$ cat config.mk
export PLATFORM = sky130hd
export DESIGN_NAME = datapath_flat
export DESIGN_NICKNAME = d
export VERILOG_FILES = /design/src/rtl/datapath_if.sv /design/src/rtl/datapath.sv /design/src/flat_wrapper.sv
export SDC_FILE = /design/constraint.sdc
export NUM_CORES = 2
export LEC_CHECK = 0
export CELL_PAD_IN_SITES_DETAIL_PLACEMENT = 1
export CELL_PAD_IN_SITES_GLOBAL_PLACEMENT = 1
export CORE_ASPECT_RATIO = 1.1
export CORE_MARGIN = 1
export CORE_UTILIZATION = 38
export CTS_CLUSTER_DIAMETER = 120
export DETAILED_ROUTE_END_ITERATION = 6
export PLACE_DENSITY_LB_ADDON = 0.25
export RECOVER_POWER = 100
export SLEW_MARGIN = 25
export SYNTH_ARGS = -nofsm -noshare
export SYNTH_HDL_FRONTEND = slang
export SYNTH_SLANG_ARGS = --single-unit
$ cat constraint.sdc
create_clock -name clk -period 7.5 [get_ports clk]
set_input_delay 1.125 -clock clk [delete_from_list [all_inputs] [get_ports clk]]
set_output_delay 1.125 -clock clk [all_outputs]
set_load 0.01 [all_outputs]
$ cat src/rtl/datapath_if.sv
// Control and memory bus between the multicycle controller/memory and the
// datapath. The controller side drives control lines and memory read data;
// the datapath drives the memory address/write data and decode outputs.
interface datapath_if;
  logic        pcen;
  logic        irwrite;
  logic        regwrite;
  logic        alusrca;
  logic        iord;
  logic        memtoreg;
  logic        regdst;
  logic [1:0]  alusrcb;
  logic [1:0]  pcsrc;
  logic [2:0]  alucontrol;
  logic [31:0] readdata;
  logic [31:0] adr;
  logic [31:0] writedata;
  logic [5:0]  op;
  logic [5:0]  funct;
  logic        zero;

  modport master (
    output pcen, irwrite, regwrite, alusrca, iord, memtoreg, regdst,
           alusrcb, pcsrc, alucontrol, readdata,
    input  adr, writedata, op, funct, zero
  );

  modport slave (
    input  pcen, irwrite, regwrite, alusrca, iord, memtoreg, regdst,
           alusrcb, pcsrc, alucontrol, readdata,
    output adr, writedata, op, funct, zero
  );
endinterface

$ cat src/rtl/datapath.sv
// Multicycle MIPS-style datapath: PC, instruction/data registers, A/B
// operand registers, ALUOut, a 32x32 register file and the ALU.
// Register file reads are combinational with no write bypass; register 0
// always reads as zero. The register file itself is never reset.
module datapath (
  input  logic      clk,
  input  logic      reset,
  datapath_if.slave bus
);

  logic [31:0] pc_r;
  logic [31:0] instr_r;
  logic [31:0] data_r;
  logic [31:0] a_r;
  logic [31:0] b_r;
  logic [31:0] aluout_r;
  logic [31:0] rf_r [32];

  logic [4:0]  ra1_s;
  logic [4:0]  ra2_s;
  logic [4:0]  wa_s;
  logic [31:0] rd1_s;
  logic [31:0] rd2_s;
  logic [31:0] wd_s;
  logic [31:0] signimm_s;
  logic [31:0] signimmsh_s;
  logic [31:0] jump_s;
  logic [31:0] srca_s;
  logic [31:0] srcb_s;
  logic [31:0] bmod_s;
  logic [31:0] sum_s;
  logic        sub_s;
  logic        slt_s;
  logic [31:0] alures_s;
  logic [31:0] pcnext_s;

  // Field extraction and immediate / jump target formation
  assign ra1_s       = instr_r[25:21];
  assign ra2_s       = instr_r[20:16];
  assign signimm_s   = {{16{instr_r[15]}}, instr_r[15:0]};
  assign signimmsh_s = {signimm_s[29:0], 2'b00};
  assign jump_s      = {pc_r[31:28], instr_r[25:0], 2'b00};

  // Register file read ports; register 0 is hard-wired to zero
  always_comb begin
    rd1_s = 32'd0;
    rd2_s = 32'd0;
    if (ra1_s == 5'd0) begin
      rd1_s = 32'd0;
    end else begin
      rd1_s = rf_r[ra1_s];
    end
    if (ra2_s == 5'd0) begin
      rd2_s = 32'd0;
    end else begin
      rd2_s = rf_r[ra2_s];
    end
  end

  // Write-back destination and data selection
  always_comb begin
    wa_s = 5'd0;
    wd_s = 32'd0;
    if (bus.regdst) begin
      wa_s = instr_r[15:11];
    end else begin
      wa_s = instr_r[20:16];
    end
    if (bus.memtoreg) begin
      wd_s = data_r;
    end else begin
      wd_s = aluout_r;
    end
  end

  // ALU operand selection
  always_comb begin
    srca_s = 32'd0;
    srcb_s = 32'd0;
    if (bus.alusrca) begin
      srca_s = a_r;
    end else begin
      srca_s = pc_r;
    end
    case (bus.alusrcb)
      2'b00:   srcb_s = b_r;
      2'b01:   srcb_s = 32'd4;
      2'b10:   srcb_s = signimm_s;
      2'b11:   srcb_s = signimmsh_s;
      default: srcb_s = b_r;
    endcase
  end

  // Shared adder: subtraction as A + ~B + 1, also used for the SLT compare
  assign sub_s  = (bus.alucontrol == 3'b110) || (bus.alucontrol == 3'b111);
  assign bmod_s = sub_s ? ~srcb_s : srcb_s;
  assign sum_s  = srca_s + bmod_s + {31'd0, sub_s};
  // Signed less-than: differing signs decide directly, otherwise the
  // difference sign bit is exact because the subtraction cannot overflow
  assign slt_s  = (srca_s[31] != srcb_s[31]) ? srca_s[31] : sum_s[31];

  // ALU function select; unlisted codes behave as ADD
  always_comb begin
    alures_s = sum_s;
    case (bus.alucontrol)
      3'b000:  alures_s = srca_s & srcb_s;
      3'b001:  alures_s = srca_s | srcb_s;
      3'b010:  alures_s = sum_s;
      3'b110:  alures_s = sum_s;
      3'b111:  alures_s = {31'd0, slt_s};
      default: alures_s = sum_s;
    endcase
  end

  // Next-PC selection
  always_comb begin
    pcnext_s = alures_s;
    case (bus.pcsrc)
      2'b00:   pcnext_s = alures_s;
      2'b01:   pcnext_s = aluout_r;
      2'b10:   pcnext_s = jump_s;
      2'b11:   pcnext_s = alures_s;
      default: pcnext_s = alures_s;
    endcase
  end

  // Program counter, loaded only when enabled
  always_ff @(posedge clk or negedge reset) begin
    if (!reset) begin
      pc_r <= 32'd0;
    end else if (bus.pcen) begin
      pc_r <= pcnext_s;
    end else begin
      pc_r <= pc_r;
    end
  end

  // Instruction register, loaded from memory only when enabled
  always_ff @(posedge clk or negedge reset) begin
    if (!reset) begin
      instr_r <= 32'd0;
    end else if (bus.irwrite) begin
      instr_r <= bus.readdata;
    end else begin
      instr_r <= instr_r;
    end
  end

  // Non-architectural stage registers, loaded unconditionally every cycle
  always_ff @(posedge clk or negedge reset) begin
    if (!reset) begin
      data_r   <= 32'd0;
      a_r      <= 32'd0;
      b_r      <= 32'd0;
      aluout_r <= 32'd0;
    end else begin
      data_r   <= bus.readdata;
      a_r      <= rd1_s;
      b_r      <= rd2_s;
      aluout_r <= alures_s;
    end
  end

  // Register file write port; contents survive reset, register 0 is read-only
  always_ff @(posedge clk) begin
    if (bus.regwrite && (wa_s != 5'd0)) begin
      rf_r[wa_s] <= wd_s;
    end
  end

  // Memory-side and decode outputs
  assign bus.adr       = bus.iord ? aluout_r : pc_r;
  assign bus.writedata = b_r;
  assign bus.op        = instr_r[31:26];
  assign bus.funct     = instr_r[5:0];
  assign bus.zero      = (alures_s == 32'd0);

endmodule

$ cat src/flat_wrapper.sv
// flat-port wrapper written by rule: the top's interface ports become plain ports
module datapath_flat 
  (clk, reset, bus_pcen, bus_irwrite, bus_regwrite, bus_alusrca, bus_iord, bus_memtoreg, bus_regdst, bus_alusrcb, bus_pcsrc, bus_alucontrol, bus_readdata, bus_adr, bus_writedata, bus_op, bus_funct, bus_zero);
  datapath_if bus_i ();
  input  logic clk;
  input  logic reset;
  input wire logic [$bits(bus_i.pcen)-1:0] bus_pcen;
  input wire logic [$bits(bus_i.irwrite)-1:0] bus_irwrite;
  input wire logic [$bits(bus_i.regwrite)-1:0] bus_regwrite;
  input wire logic [$bits(bus_i.alusrca)-1:0] bus_alusrca;
  input wire logic [$bits(bus_i.iord)-1:0] bus_iord;
  input wire logic [$bits(bus_i.memtoreg)-1:0] bus_memtoreg;
  input wire logic [$bits(bus_i.regdst)-1:0] bus_regdst;
  input wire logic [$bits(bus_i.alusrcb)-1:0] bus_alusrcb;
  input wire logic [$bits(bus_i.pcsrc)-1:0] bus_pcsrc;
  input wire logic [$bits(bus_i.alucontrol)-1:0] bus_alucontrol;
  input wire logic [$bits(bus_i.readdata)-1:0] bus_readdata;
  output wire logic [$bits(bus_i.adr)-1:0] bus_adr;
  output wire logic [$bits(bus_i.writedata)-1:0] bus_writedata;
  output wire logic [$bits(bus_i.op)-1:0] bus_op;
  output wire logic [$bits(bus_i.funct)-1:0] bus_funct;
  output wire logic [$bits(bus_i.zero)-1:0] bus_zero;
  assign bus_i.pcen = bus_pcen;
  assign bus_i.irwrite = bus_irwrite;
  assign bus_i.regwrite = bus_regwrite;
  assign bus_i.alusrca = bus_alusrca;
  assign bus_i.iord = bus_iord;
  assign bus_i.memtoreg = bus_memtoreg;
  assign bus_i.regdst = bus_regdst;
  assign bus_i.alusrcb = bus_alusrcb;
  assign bus_i.pcsrc = bus_pcsrc;
  assign bus_i.alucontrol = bus_alucontrol;
  assign bus_i.readdata = bus_readdata;
  assign bus_adr = bus_i.adr;
  assign bus_writedata = bus_i.writedata;
  assign bus_op = bus_i.op;
  assign bus_funct = bus_i.funct;
  assign bus_zero = bus_i.zero;
  datapath u_core (.clk(clk), .reset(reset), .bus(bus_i));
endmodule
Yosys cells after proc, flatten, opt, wreduce, memory -nomap -nowiden. Memory sizes are Yosys's and may differ from the RTL's. Index checks and enable logic that the tools add are counted.

Flip-flop bits (word level): 192. RAM bits: 1024. Bits of input ports: 48. Logic and storage cells: 48. Memories: 1.

Memory list: u_core.rf_r (words 32, width 32, rd ports 2, clocked after memory_dff 0, write ports 1, line datapath.sv:17) `logic [31:0] rf_r [32];`.

$add $sub $neg: 2. Equality and inequality tests: 10. Muxes and demuxes: 13. Bitwise operators: 4. Reduce and logical (&&, ||, !) cells: 11.

Operators with widths (count): 32-bit two-way mux (6); 32-bit one-hot mux with 3 select lines (2); 32-bit one-hot mux with 4 select lines (1); 32-bit by 1-bit adder with 32-bit output (1); 32-bit adder (1); 32-bit AND (1); 32-bit logical NOT (1); 32-bit NOT (1); 32-bit OR (1); 5-bit logical NOT (2); 2-bit equality test (second input constant) (4); 3-bit equality test (second input constant) (2); 5-bit two-way mux (1); 5-bit nonzero test (1); 2-bit by 1-bit equality test with 1-bit output (second input constant) (2); 2-bit logical NOT (2); 3-bit by 1-bit equality test with 1-bit output (second input constant) (1); 3-bit logical NOT (1); 1-bit two-way mux (3); 2-bit AND reduction (1); 2-bit OR reduction (1); 1-bit logical AND (1); 1-bit logical OR (1); 1-bit != test (1); 1-bit NOT (1).

Logic depth before layout (Yosys ltp).
Word-level depth: 9. Mapped depth: 19.

Least setup slack after synthesis. OpenSTA, ideal clock, no wires.

Kind: input -> output. From: in bus_alusrcb[1]. To: out bus_zero. Arrival: 5.025 ns. Required time: 6.375 ns. Slack: 1.350 ns. Stages: 19. Cells stage by stage: buf_4 buf_6 buf_4 buf_2 mux2i_1 o21ai_0 xnor2_1 ha_1 buf_6 a21oi_2 o21ai_2 a21o_1 or3_1 a32o_1 a221o_1 or4b_1 nor4_2 nand4b_1 nor4b_2.

RTL lines: start: declaration (line flat_wrapper.sv:14) `input wire logic [$bits(bus_i.alusrcb)-1:0] bus_alusrcb;`; 2-bit equality test (tied with other cells) (line datapath.sv:85) `case (bus.alusrcb)`; 32-bit one-hot mux with 4 select lines (*) (line datapath.sv:85); 32-bit NOT (line datapath.sv:96) `assign bmod_s = sub_s ? ~srcb_s : srcb_s;`; 32-bit two-way mux (line datapath.sv:96); 32-bit adder (line datapath.sv:97) `assign sum_s = srca_s + bmod_s + {31'd0, sub_s};`; 32-bit by 1-bit adder with 32-bit output (line datapath.sv:97); 32-bit one-hot mux with 3 select lines (*) (line datapath.sv:105) `case (bus.alucontrol)`; net u_core.alures_s[14] (line datapath.sv:34) `logic [31:0] alures_s;`; 32-bit logical NOT (*) (line datapath.sv:176) `assign bus.zero = (alures_s == 32'd0);`; end: declaration (line flat_wrapper.sv:22) `output wire logic [$bits(bus_i.zero)-1:0] bus_zero;`.

The timed path passes the listed nets; every way through them passes the cells marked *.

Final worst setup path. Same ends and word-level chain as after synthesis.

==> summary.txt <==
Synth
  – Netlist cell types: roughly 70
  – Number of flops mapped to enable cells by yosys: around 1000
  – Syn_area_per_cell: about 19 µm²
  – Synth area leaders: edfxtp_1, mux4_2, dfrtp_1, mux2_2, mux2i_1
  – Ys flop type: edfxtp_1
  – Top cell type's share of synthesized area: 0.5304
  – Post-Syn Instances: between 3000 and 4000
  – FFs w/ async S/R, synth: 0.1579
  – Register area share after synthesis: 0.6132
  – Synthesis-stage register bit count: ~1200
  – Yosys top cell by area: edfxtp_1
  – Netlist Area Pre-Place: around 58000 µm²
  – Yosys Warn Count: 0

Drt
  – DRT Pass-1 Iters: 5
  – Routed WL per cell: 35.57 µm
  – Vias per Instance: 6.247
  – Residual DRC: 0
  – Final wirelength: approximately 190000 µm
  – First DRT Iteration DRCs: 3666
  – Via count: approximately 33000
  – Post-route ant nets: 0

Global routing
  – Antenna violations before repair: 6
  – Largest net degree at the start of global routing: ~140
  – Vias in the first global route: about 35000
  – Total gr overflow: 0
  – Global-route wire length before repair: approximately 270000 µm
  – Gr usage total: 0.2448

Power
  – Clock network power share: 0.324
  – Int Power: between 0.01 and 0.015 W
  – Sw Share: 0.2994
  – Peak supply drop: around 0.19 mV
  – Reg power frac: 0.445
  – Comb power frac: 0.231
  – P_sw: between 0.005 and 0.006 W
  – Lkg Pwr: around 22 nW
  – PD cells: 296.4 nW/µm²

Clock tree
  – Htree depth: 3
  – CTS tree: yes
  – CTS Hold Buffers Added: 0
  – Clk Latency, worst-skew pair: 0.78 ns
  – Clk pin slew, worst setup/hold paths: roughly 0.060 ns
  – CTS max path bufs: 3
  – Cts bufs inserted: between 100 and 150
  – Clock Sinks: roughly 1200
  – Root Driver: clkbuf_16

STA
  – Max Slew Vio Count: ~1200
  – Tcrit/Tclk final: 0.9603
  – Hold Fails Final Rpt: 0
  – Skew final: roughly 0.055 ns
  – Unrepaired setup endpoints after global routing: no
  – # setup viols final: 0
  – FMAX: ~140 MHz
  – Least-Margin Pin Slew: around 3.7 ns
  – Slew headroom: -1.470
  – Min Tclk post-route: ~7.2 ns
  – Final setup TNS: 0 ns

Floorplan
  – Chip height: roughly 400 µm
  – Die area: 154100 µm²
  – Initial Util: 0.3849
  – Die width: about 370 µm
  – Rows: around 150
  – Core ar.: 150600 µm²
  – I/O Pins: 125

Outcome
  – Failing checks: max-capacitance violations, max-slew violations
  – Outcome: complete, but fails checks

Final layout
  – Post-Layout Cell Count: about 5300
  – # nets final: between 3000 and 4000
  – Layout cell share with drive strength beyond 1: 0.3143
  – Filler cells: roughly 14000
  – Finished Cell Area: between 60000 and 70000 µm²
  – Syn-to-layout area delta: 13.18%

Run
  – Max cap viols: between 40 and 50

Hold path
  – Hold Path Origin: u_core.instr_r[28]
  – Worst Hold Class: flip-flop to flip-flop
  – Hold path cells: 1

Worst setup path
  – FF-to-FF setup slack: around 0.55 ns
  – Maximum fanout along the worst path: 14
  – Reg2Reg Depth: 4
  – Reg2reg start: u_core.instr_r[22]
  – Arr. time, crit path: approximately 6.1 ns
  – Worst Setup SP: bus_alusrcb[1]
  – CP endpoint kind: primary output
  – Required time of the critical path: 6.38 ns
  – CP Launch Type: primary input
  – Critical path start-end classification: primary input to primary output

Placed design
  – Dpl cells: approximately 5000
  – Number of port buffers: roughly 120
  – Dpl cell area: 61900 µm²
  – DP HPWL: ~110000 µm
  – Gpl congestion: between 0.9 and 1
==> placed cells by master (no fill, tap or decap), types with 7 or more instances in the layout <==
cell type        instances
clkdlybuf4s50_1         24
a21o_1                  21
mux4_2                 640
o21ai_1                 12
a21oi_1                 42
ha_1                    32
a211oi_1                11
mux2_1                  51
nand2b_1                 9
nand2_1                 93
dfrtp_1                184
bufinv_16               15
edfxtp_1              1024
nor3_1                  15
mux2_2                  86
nor2b_1                  7
nor2_1                 127
clkbuf_1                40
xnor2_1                 44
o21ai_0                 95
clkinv_2                26
buf_12                   7
maj3_1                  28
dlygate4sd3_1           92
xor2_1                  15
clkbuf_16              123
nand3_1                 25
mux2i_1                 83
a31oi_1                 10
inv_1                   25
conb_1                  32
nor2_4                  13
a22oi_1                 28
a221oi_1                 7
buf_4                   37
clkbuf_2                29
clkinv_1                20
==> synthesized netlist by cell type, types with 28 or more instances <==
master,instances
ha_1,34
a22oi_1,28
mux2_2,136
mux2i_1,82
maj3_1,28
dfrtp_1,192
o21ai_0,88
buf_1,59
mux4_2,640
clkbuf_1,159
a21oi_1,43
nand2_1,93
xnor2_1,44
nor2_1,140
edfxtp_1,1024
==> power by group through the flow <==
stage / Combinational [W] / Clock [W] / Sequential (W)
2_1_floorplan: 0.00291 / 0 / 0.00849
3_3_place_gp: 0.00447 / 0 / 0.00875
3_5_place_dp: 0.00457 / 0 / 0.00877
4_1_cts: 0.00459 / 0.00641 / 0.00864
5_1_grt: 0.00480 / 0.00662 / 0.00869
6_report: 0.00450 / 0.00630 / 0.00865
==> cell type report <==
cell class	count	area (µm²)	share of cell area
diodes	1	2.502	0.00003814
multi-input cells	1622	21530	0.3281
well taps	1963	2456	0.03743
inverters	25	93.84	0.001430
flip-flops and latches	1216	35580	0.5422
repair buffers	221	1896	0.02889
clock buffers	146	3194	0.04868
clock inverters	82	867.1	0.01321
==> flip-flops by register name (all words and copies together), names as in the netlist <==
| name | count |
|---|---|
| u_core.instr_r | 32 |
| u_core.bus.writedata | 32 |
| u_core.pc_r | 32 |
| u_core.data_r | 32 |
| u_core.rf_r | 1024 |
| u_core.aluout_r | 32 |
| u_core.a_r | 32 |
==> what timing repair did <==
item,4_1_cts,5_1_grt
gates resized for setup,0,7
setup buffers,0,0
endpoints found under the setup margin,0,1
==> cells by family after synthesis <==
group	after synthesis	share of synthesized area
xor gates and xnor gates	59	0.008913
buffers and inverters	269	0.01906
muxes	861	0.2898
DFF	1216	0.6132
and+or+nand+nor	333	0.02672
adders and majority gates	64	0.01271
other	1	0.00006468
AOI/OAI and AO/OA	273	0.02948
==> worst paths after layout <==
kind | to
min | u_core.instr_r[28]
max | bus_zero
min in group asynchronous | u_core.pc_r[30]
min reg2reg | u_core.instr_r[28]
max reg2reg | u_core.a_r[25]
max in group asynchronous | u_core.instr_r[24]
==> routing by layer <==
| metal | up-vias | share of wire | routed length, µm | GRT usage |
|---|---|---|---|---|
| met4 | 0 | 0.029 | 5389 | 0.07250 |
| met2 | 1427 | 0.51 | 95310 | 0.4174 |
| met5 | - | 0 | 0 | 0 |
| met1 | 18140 | 0.39 | 73990 | 0.3244 |
| li1 | 13100 | - | - | - |
| met3 | 298 | 0.069 | 12960 | 0.03699 |
==> critical path, stage by stage <==
cell and delay [ns]:
clkbuf_1 0.14, buf_4 0.29, mux2_2 0.38, o21ai_0 0.20, xor2_1 0.18, ha_1 0.30, and4_1 0.22, o21a_1 0.15
nor3b_2 0.23, xor2_1 0.19, o21ai_0 0.25, nor4b_2 0.40, or4b_1 0.49, nor4_2 0.23, buf_4 0.19, nand4b_1 0.18
nor4b_2 0.32, clkdlybuf4s50_1 0.58
==> stage by stage <==
stage	power (W)	utilization	hold WS, ns	setup slack, ns
floorplan	0.01140	-	0.4820	1.350
detailed placement	0.01335	0.4109	0.4994	0.1125
global route	0.02012	0.4356	0.5314	0.1015
finish	0.01945	0.4356	0.5025	0.2976
CTS	0.01964	0.4379	0.2554	0.09378
global placement	0.01322	0.4108	0.4894	0.1671
Note: power is estimated with default switching activity, not from simulation.
